===== config.mk =====
export PLATFORM = sky130hd
export DESIGN_NAME = pipeline_ctrl
export DESIGN_NICKNAME = d
export VERILOG_FILES = /design/src/rtl/core_pkg.sv /design/src/rtl/perf_counter.sv /design/src/rtl/pipeline_ctrl.sv
export SDC_FILE = /design/constraint.sdc
export NUM_CORES = 1
export LEC_CHECK = 0
export ABC_CLOCK_PERIOD_IN_PS = 1490
export BUFFER_PORTS_ARGS = -buffer_cell sky130_fd_sc_hd__buf_2
export CAP_MARGIN = 5
export CORE_MARGIN = 1
export CORE_UTILIZATION = 40
export CTS_CLUSTER_SIZE = 14
export DETAILED_ROUTE_END_ITERATION = 8
export RECOVER_POWER = 25
export SETUP_SLACK_MARGIN = 0.5
export SLEW_MARGIN = 10
export SYNTH_ARGS = -nofsm -noshare
export SYNTH_HDL_FRONTEND = slang
export SYNTH_SLANG_ARGS = --single-unit
export TNS_END_PERCENT = 5

===== constraint.sdc =====
create_clock -name clk -period 1.49 [get_ports clk]
set_clock_uncertainty 0.1 [all_clocks]
set_input_delay 0.149 -clock clk [delete_from_list [all_inputs] [get_ports clk]]
set_output_delay 0.149 -clock clk [all_outputs]
set_load 0.005 [all_outputs]

===== src/rtl/core_pkg.sv =====
// Shared core definitions: pipeline-control FSM states and the per-stage
// stall/flush control bundle.
package core_pkg;

    typedef enum logic [1:0] {
        PC_RUN   = 2'd0,
        PC_DWAIT = 2'd1,
        PC_HALT  = 2'd2
    } pipe_ctrl_state_t;

    typedef struct packed {
        logic StallF;
        logic StallD;
        logic StallE;
        logic StallM;
        logic FlushD;
        logic FlushE;
        logic FlushW;
    } pipe_ctl_t;

    // Canned control patterns, named for the situation that produces them.
    localparam pipe_ctl_t CTL_NONE     = '{StallF: 1'b0, StallD: 1'b0, StallE: 1'b0, StallM: 1'b0,
                                           FlushD: 1'b0, FlushE: 1'b0, FlushW: 1'b0};
    localparam pipe_ctl_t CTL_RESET    = '{StallF: 1'b0, StallD: 1'b0, StallE: 1'b0, StallM: 1'b0,
                                           FlushD: 1'b1, FlushE: 1'b1, FlushW: 1'b1};
    localparam pipe_ctl_t CTL_HALT     = '{StallF: 1'b1, StallD: 1'b1, StallE: 1'b1, StallM: 1'b1,
                                           FlushD: 1'b0, FlushE: 1'b0, FlushW: 1'b1};
    localparam pipe_ctl_t CTL_BACKEND  = '{StallF: 1'b1, StallD: 1'b1, StallE: 1'b1, StallM: 1'b1,
                                           FlushD: 1'b0, FlushE: 1'b0, FlushW: 1'b1};
    localparam pipe_ctl_t CTL_REDIRECT = '{StallF: 1'b0, StallD: 1'b0, StallE: 1'b0, StallM: 1'b0,
                                           FlushD: 1'b1, FlushE: 1'b1, FlushW: 1'b0};
    localparam pipe_ctl_t CTL_LOADUSE  = '{StallF: 1'b1, StallD: 1'b1, StallE: 1'b0, StallM: 1'b0,
                                           FlushD: 1'b0, FlushE: 1'b1, FlushW: 1'b0};
    localparam pipe_ctl_t CTL_FETCHW   = '{StallF: 1'b1, StallD: 1'b0, StallE: 1'b0, StallM: 1'b0,
                                           FlushD: 1'b1, FlushE: 1'b0, FlushW: 1'b0};

    // Front-end hazard resolution (everything below the backend wait).
    function automatic pipe_ctl_t frontend_ctl(input logic pc_src, input logic lw_stall,
                                               input logic imem_rdy);
        if (pc_src)
            return CTL_REDIRECT;
        else if (lw_stall)
            return CTL_LOADUSE;
        else if (!imem_rdy)
            return CTL_FETCHW;
        else
            return CTL_NONE;
    endfunction

endpackage


===== src/rtl/perf_counter.sv =====
// Free-running event counter; wraps at 2^PERF_W.
module perf_counter #(
    parameter int unsigned PERF_W = 32
) (
    input  logic              clk,
    input  logic              rst_n,
    input  logic              inc,
    output logic [PERF_W-1:0] count
);

    // Count one per cycle with inc high.
    always_ff @(posedge clk or negedge rst_n) begin
        if (!rst_n)
            count <= '0;
        else if (inc)
            count <= count + PERF_W'(1);
    end

endmodule


===== src/rtl/pipeline_ctrl.sv =====
// Stall/flush sequencer for the 5-stage pipeline with D-mem wait timeout.
// Optional performance counters: define PIPE_CTRL_PERF_EN.
module pipeline_ctrl
    import core_pkg::*;
#(
    parameter int unsigned DMEM_TIMEOUT = 255,
    parameter int unsigned PERF_W       = 32
) (
    input  logic clk,
    input  logic rst_n,
    input  logic lwStall_D,
    input  logic PCSrc_E,
    input  logic imem_ready,
    input  logic dmem_req_M,
    input  logic dmem_ready,
    output logic StallF,
    output logic StallD,
    output logic StallE,
    output logic StallM,
    output logic FlushD,
    output logic FlushE,
    output logic FlushW,
    output logic halted
`ifdef PIPE_CTRL_PERF_EN
    ,
    output logic [PERF_W-1:0] perf_stall_cnt,
    output logic [PERF_W-1:0] perf_flush_cnt,
    output logic [PERF_W-1:0] perf_dwait_cnt
`endif
);

    localparam int unsigned CNT_W = $clog2(DMEM_TIMEOUT + 1);
    localparam logic [CNT_W-1:0] TIMEOUT_V = CNT_W'(DMEM_TIMEOUT);

    if (DMEM_TIMEOUT < 1) begin : g_bad_timeout
        $error("pipeline_ctrl: DMEM_TIMEOUT must be >= 1");
    end
    if (PERF_W < 1) begin : g_bad_perf_w
        $error("pipeline_ctrl: PERF_W must be >= 1");
    end

    pipe_ctrl_state_t state, state_nxt;
    logic [CNT_W-1:0] wait_cnt, wait_cnt_nxt;
    pipe_ctl_t        ctl;
    logic             dmem_miss;

    assign dmem_miss = dmem_req_M & ~dmem_ready;

    // State and wait counter registers.
    always_ff @(posedge clk or negedge rst_n) begin
        if (!rst_n) begin
            state    <= PC_RUN;
            wait_cnt <= '0;
        end else begin
            state    <= state_nxt;
            wait_cnt <= wait_cnt_nxt;
        end
    end

    // Next state and prioritised stage controls (Mealy on the miss).
    always_comb begin
        state_nxt    = state;
        wait_cnt_nxt = wait_cnt;
        ctl          = CTL_NONE;

        case (state)
            PC_RUN: begin
                if (dmem_miss) begin
                    state_nxt    = PC_DWAIT;
                    wait_cnt_nxt = CNT_W'(1);
                end
            end
            PC_DWAIT: begin
                if (dmem_ready) begin
                    state_nxt    = PC_RUN;
                    wait_cnt_nxt = '0;
                end else if (wait_cnt == TIMEOUT_V) begin
                    state_nxt = PC_HALT;
                end else if (wait_cnt != '1) begin
                    wait_cnt_nxt = wait_cnt + CNT_W'(1);
                end
            end
            PC_HALT: state_nxt = PC_HALT;
            default: begin
                state_nxt    = PC_RUN;
                wait_cnt_nxt = '0;
            end
        endcase

        if (state == PC_HALT)
            ctl = CTL_HALT;
        else if (dmem_miss)
            ctl = CTL_BACKEND;
        else
            ctl = frontend_ctl(PCSrc_E, lwStall_D, imem_ready);

        // Reset drives bubbles into D/E/W independently of the registered state.
        if (!rst_n)
            ctl = CTL_RESET;
    end

    assign StallF = ctl.StallF;
    assign StallD = ctl.StallD;
    assign StallE = ctl.StallE;
    assign StallM = ctl.StallM;
    assign FlushD = ctl.FlushD;
    assign FlushE = ctl.FlushE;
    assign FlushW = ctl.FlushW;
    assign halted = (state == PC_HALT);

`ifdef PIPE_CTRL_PERF_EN
    perf_counter #(.PERF_W(PERF_W)) u_perf_stall (
        .clk   (clk),
        .rst_n (rst_n),
        .inc   (ctl.StallF),
        .count (perf_stall_cnt)
    );

    perf_counter #(.PERF_W(PERF_W)) u_perf_flush (
        .clk   (clk),
        .rst_n (rst_n),
        .inc   (ctl.FlushE & rst_n),
        .count (perf_flush_cnt)
    );

    perf_counter #(.PERF_W(PERF_W)) u_perf_dwait (
        .clk   (clk),
        .rst_n (rst_n),
        .inc   (state == PC_DWAIT),
        .count (perf_dwait_cnt)
    );
`endif

endmodule


* After elaboration in Yosys (flattened, before gate mapping)
Cells that the tools add are included.
Word-level totals: register bits 10, word-level logic and storage cells 32
Operators by class: bitwise gates (word level) 3, equal/unequal tests 8, add/sub/neg operators 1, muxes and demuxes 15, reductions and logical operators 3
Operators by type and width (number):
- $mux W7 | 6
- $mux W8 | 4
- $pmux W8 S3 | 1
- $ne A3 B3 Y1 const B | 3
- $add A8 B1 Y8 const B | 1
- $eq A8 B8 Y1 const B | 1
- $ne A8 B8 Y1 const B | 1
- $mux W2 | 3
- $pmux W2 S3 | 1
- $reduce_and A4 Y1 | 1
- $eq A2 B1 Y1 const B | 1
- $eq A2 B2 Y1 const B | 1
- $logic_not A2 Y1 | 1
- $ne A2 B2 Y1 const B | 1
- $not A1 Y1 | 2
- $reduce_and A2 Y1 | 1
- $and A1 B1 Y1 | 1

* Logic depth before layout (Yosys ltp)
word-level depth 6, depth in mapped cells 5, depth with buffers taken out 5

* Worst setup path after synthesis
OpenSTA, ideal clock, no wires.
path type flip-flop to flip-flop, from register wait_cnt[0], to register state[0], setup time 0.111 ns, required time 1.279 ns, cell stages (with the launch flop) 5, data arrival time 1.398 ns, period minus slack after synthesis 1.609 ns, path buffers 0, path slack -0.119 ns, cell sequence dfrtp_1 -> ha_1 -> and4_1 -> and2_1 -> a2111oi_2
On the way: word-level cells in the longest chain between the ends 3
RTL lines:
- start, declared | RTL line pipeline_ctrl.sv:43 | logic [CNT_W-1:0] wait_cnt, wait_cnt_nxt;
- start signal, assigned | RTL line pipeline_ctrl.sv:56 | wait_cnt <= wait_cnt_nxt;
- $eq A8 B8 Y1 | RTL line pipeline_ctrl.sv:77 | end else if (wait_cnt == TIMEOUT_V) begin
- $ne A3 B3 Y1 (no line)
- $reduce_and A2 Y1 (no line)
- end signal, assigned | RTL line pipeline_ctrl.sv:55 | state <= state_nxt;
- end, declared | RTL line pipeline_ctrl.sv:42 | pipe_ctrl_state_t state, state_nxt;
Every way passes these cells. A chain may end at the register's enable or synchronous reset.

* Worst setup path in the final report
from register state[1], to register wait_cnt[5]
On the way: word-level cells in the longest chain between the ends 3
RTL lines:
- $eq A2 B1 Y1 (tied with other cells) | RTL line pipeline_ctrl.sv:66 | case (state)
- $ne A3 B3 Y1 (no line) (tied with other cells)
- $reduce_and A4 Y1 (no line)
Several ways; a longest one is shown, not always the timed one.

==> impl_metrics.json <==
{
  "status": "finished, final reports clean",
  "yosysSeqAreaShare_pct": 38.68,
  "syn_nets": 83,
  "antenna_found_initial": 0,
  "slew_headroom_pct": 74.93,
  "dp_hpwl_um": 1150,
  "grt-ovfl-total": 0,
  "grt_util_met2_pct": 29.54,
  "clock_latency_ps": 280,
  "instances_no_fill": 123,
  "power_frac_clock_pct": 35.6,
  "powerDensity_nw_per_um2": 758.6,
  "cts_max_level": 1,
  "required_ps": 1600,
  "grt_first_pass_wirelength_um": 2628,
  "busiest_layer": "met2",
  "drtPass1Iterations": 4,
  "endpoint_kind": "register",
  "synth_top_flop_cell": "dfrtp_1",
  "remaining_drc_errors": 0,
  "fin_tns_setup_ps": 0,
  "io_pins": 15,
  "fmax_ghz": 0.6732,
  "final_common_cell": "buf_4",
  "synth-seq-cells": 10,
  "synth_top_cell_area_share_pct": 38.68,
  "fin_util_pct": 62.79,
  "met1_usage_pct": 25.41,
  "drt_iter0_drc": 16,
  "intPower_uw": 516.3,
  "swShare_pct": 28.05,
  "cp_max_fo": 5,
  "die_y_um": 42.22,
  "synth_top_cell_by_area": "dfrtp_1",
  "ir_drop_mv": 0.5884,
  "seqPwrFrac_pct": 41.6,
  "clock_path_buffers": 2,
  "ys_warn_count": 0,
  "p_sw_uw": 201.3,
  "wire_per_inst_um": 12.88,
  "cts_tree": "built",
  "min_period_ps": 1485,
  "antenna_left": 0,
  "grt.total_usage_pct": 19.68,
  "mostFrequentLayoutCells": "buf_4 (14), buf_2 (13), dfrtp_1 (9)",
  "synthCells": 75,
  "clkTransAtPathRegs_ps": 80,
  "start_util_pct": 42.94,
  "drv_slew": 0,
  "die_x_um": 42.22,
  "drive_above_1_share_pct": 43.93,
  "hold_path_class": "in -> reg",
  "core_area_um2": 1506,
  "start_kind": "register",
  "avgSynthCellArea_um2": 8.625,
  "fin_hold_ws_ps": 82.88,
  "worstMarginPinSlew_ps": 376.0,
  "crit_type": "reg -> reg",
  "grt_util_met3_pct": 7.759,
  "maxCapViolCount": 0,
  "leakagePower_uw": 0.0004460,
  "synthToLayoutAreaGrowth_pct": 46.23,
  "drt_wl_total_um": 1584,
  "synth.distinct_cells": 29,
  "rsz0062_at_grt": "yes",
  "dp.cells": 114,
  "fp.dieArea_um2": 1782,
  "combPwrFrac_pct": 22.7,
  "n_antenna_cell": 0,
  "clkSinkCount": 10,
  "cp.arrival_ps": 1590,
  "vias": 681,
  "synth_edf_count": 0,
  "globalplace.congestion": 0.9054,
  "io_buffers": 14,
  "synthTopCellsByArea": "dfrtp_1 (39%), a21oi_1 (6.2%), nand2_1 (4.6%), a31oi_1 (3.9%), o21ai_0 (3.9%)",
  "rows": 14,
  "synthArstFlopShare_pct": 100.0,
  "netlist_area_um2": 646.9,
  "setup_viol": 0,
  "viasPerCell": 5.537,
  "fin_crit_sh_pct": 99.69,
  "layout.nets": 116,
  "hold_viol": 0,
  "numCtsBuffers": 3,
  "clock-root-buffer": "clkbuf_4",
  "first_global_vias": 606,
  "grt_max_degree": 10
}
worst paths after layout:
path | from | end | slack, ps | depth (start not counted)
min | dmem_ready | state[0]$_DFFE_PN0P_ | 80 | 3
min reg2reg | wait_cnt[6]$_DFFE_PN0P_ | wait_cnt[6]$_DFFE_PN0P_ | 530 | 2
max | state[1]$_DFFE_PN0P_ | wait_cnt[5]$_DFFE_PN0P_ | 5 | 4
max reg2reg | state[1]$_DFFE_PN0P_ | wait_cnt[5]$_DFFE_PN0P_ | 5 | 4
min in group asynchronous | rst_n | wait_cnt[0]$_DFFE_PN0P_ | 190 | 2
max in group asynchronous | rst_n | wait_cnt[6]$_DFFE_PN0P_ | 510 | 3
power groups by stage:
stage               logic (µW)  clock network (µW)  registers (µW)
floorplan                 72.1                   0             308
global placement           143                   0             305
global route               182                 277             299
detailed placement         144                   0             305
CTS                        164                 263             298
finish                     163                 256             299
logic make-up (layout without fill, tap and decap cells):
kind of cell	after synthesis	count (layout)	share of synthesized area, %
AOI/OAI and AO/OA	28	28	30.37
and+or+nand+nor	28	28	23.60
DFF	10	10	38.68
adders and majority gates	1	1	1.934
buffers and inverters	8	40	5.415
layout make-up:
| class | count | area (µm²) |
|---|---|---|
| fill | 124 | 560.5 |
| timing repair buffer | 30 | 195.2 |
| tap | 16 | 20.02 |
| inverter | 6 | 22.52 |
| sequential | 10 | 251.5 |
| multi-input combinational | 57 | 420.4 |
| clock buffer | 4 | 36.28 |
worst max-delay path, cell delays in order, from the launching register on:
cell and delay, ps:
dfrtp_2 450, or3b_4 410, a21oi_4 180, a31oi_1 120, a211oi_2 150
synthesized netlist by cell type (all sizes together), types with 2 or more instances:
| cell | number |
|---|---|
| o21a | 2 |
| nand4 | 3 |
| a31oi | 4 |
| nor3b | 2 |
| o21ai | 5 |
| nor2 | 5 |
| inv | 6 |
| a21oi | 9 |
| dfrtp | 10 |
| a211oi | 2 |
| nand2 | 8 |
| nand2b | 2 |
| nand3 | 4 |
registers in the layout, indices dropped and copies added (netlist names):
signal,count
wait_cnt,8
state,2
metal layers:
metal	vias to the layer above	wire length (µm)	share of wire, %
li1	342	-	-
met1	315	759	48
met2	21	715	45
met3	3	91	5.7
met4	0	18	1.1
met5	-	0	0
per-stage QoR:
step	area (µm²)	setup slack, ps	power [µW]
after floorplan	680.7	56.43	379.8
after global placement	840.8	7.552	447.7
after detailed placement	840.8	25.61	448.7
after CTS	920.9	7.632	724.8
after global routing	945.9	-58.89	757.6
final	945.9	4.597	717.5
what timing repair did:
item	in CTS	in global routing
resized for setup	7	2
hold endpoints to repair	10	0
setup endpoints to repair	18	18
pin swaps	3	3
buffers inserted	2	2
hold buffers	1	0
Note: power is estimated with default switching activity, not from simulation.
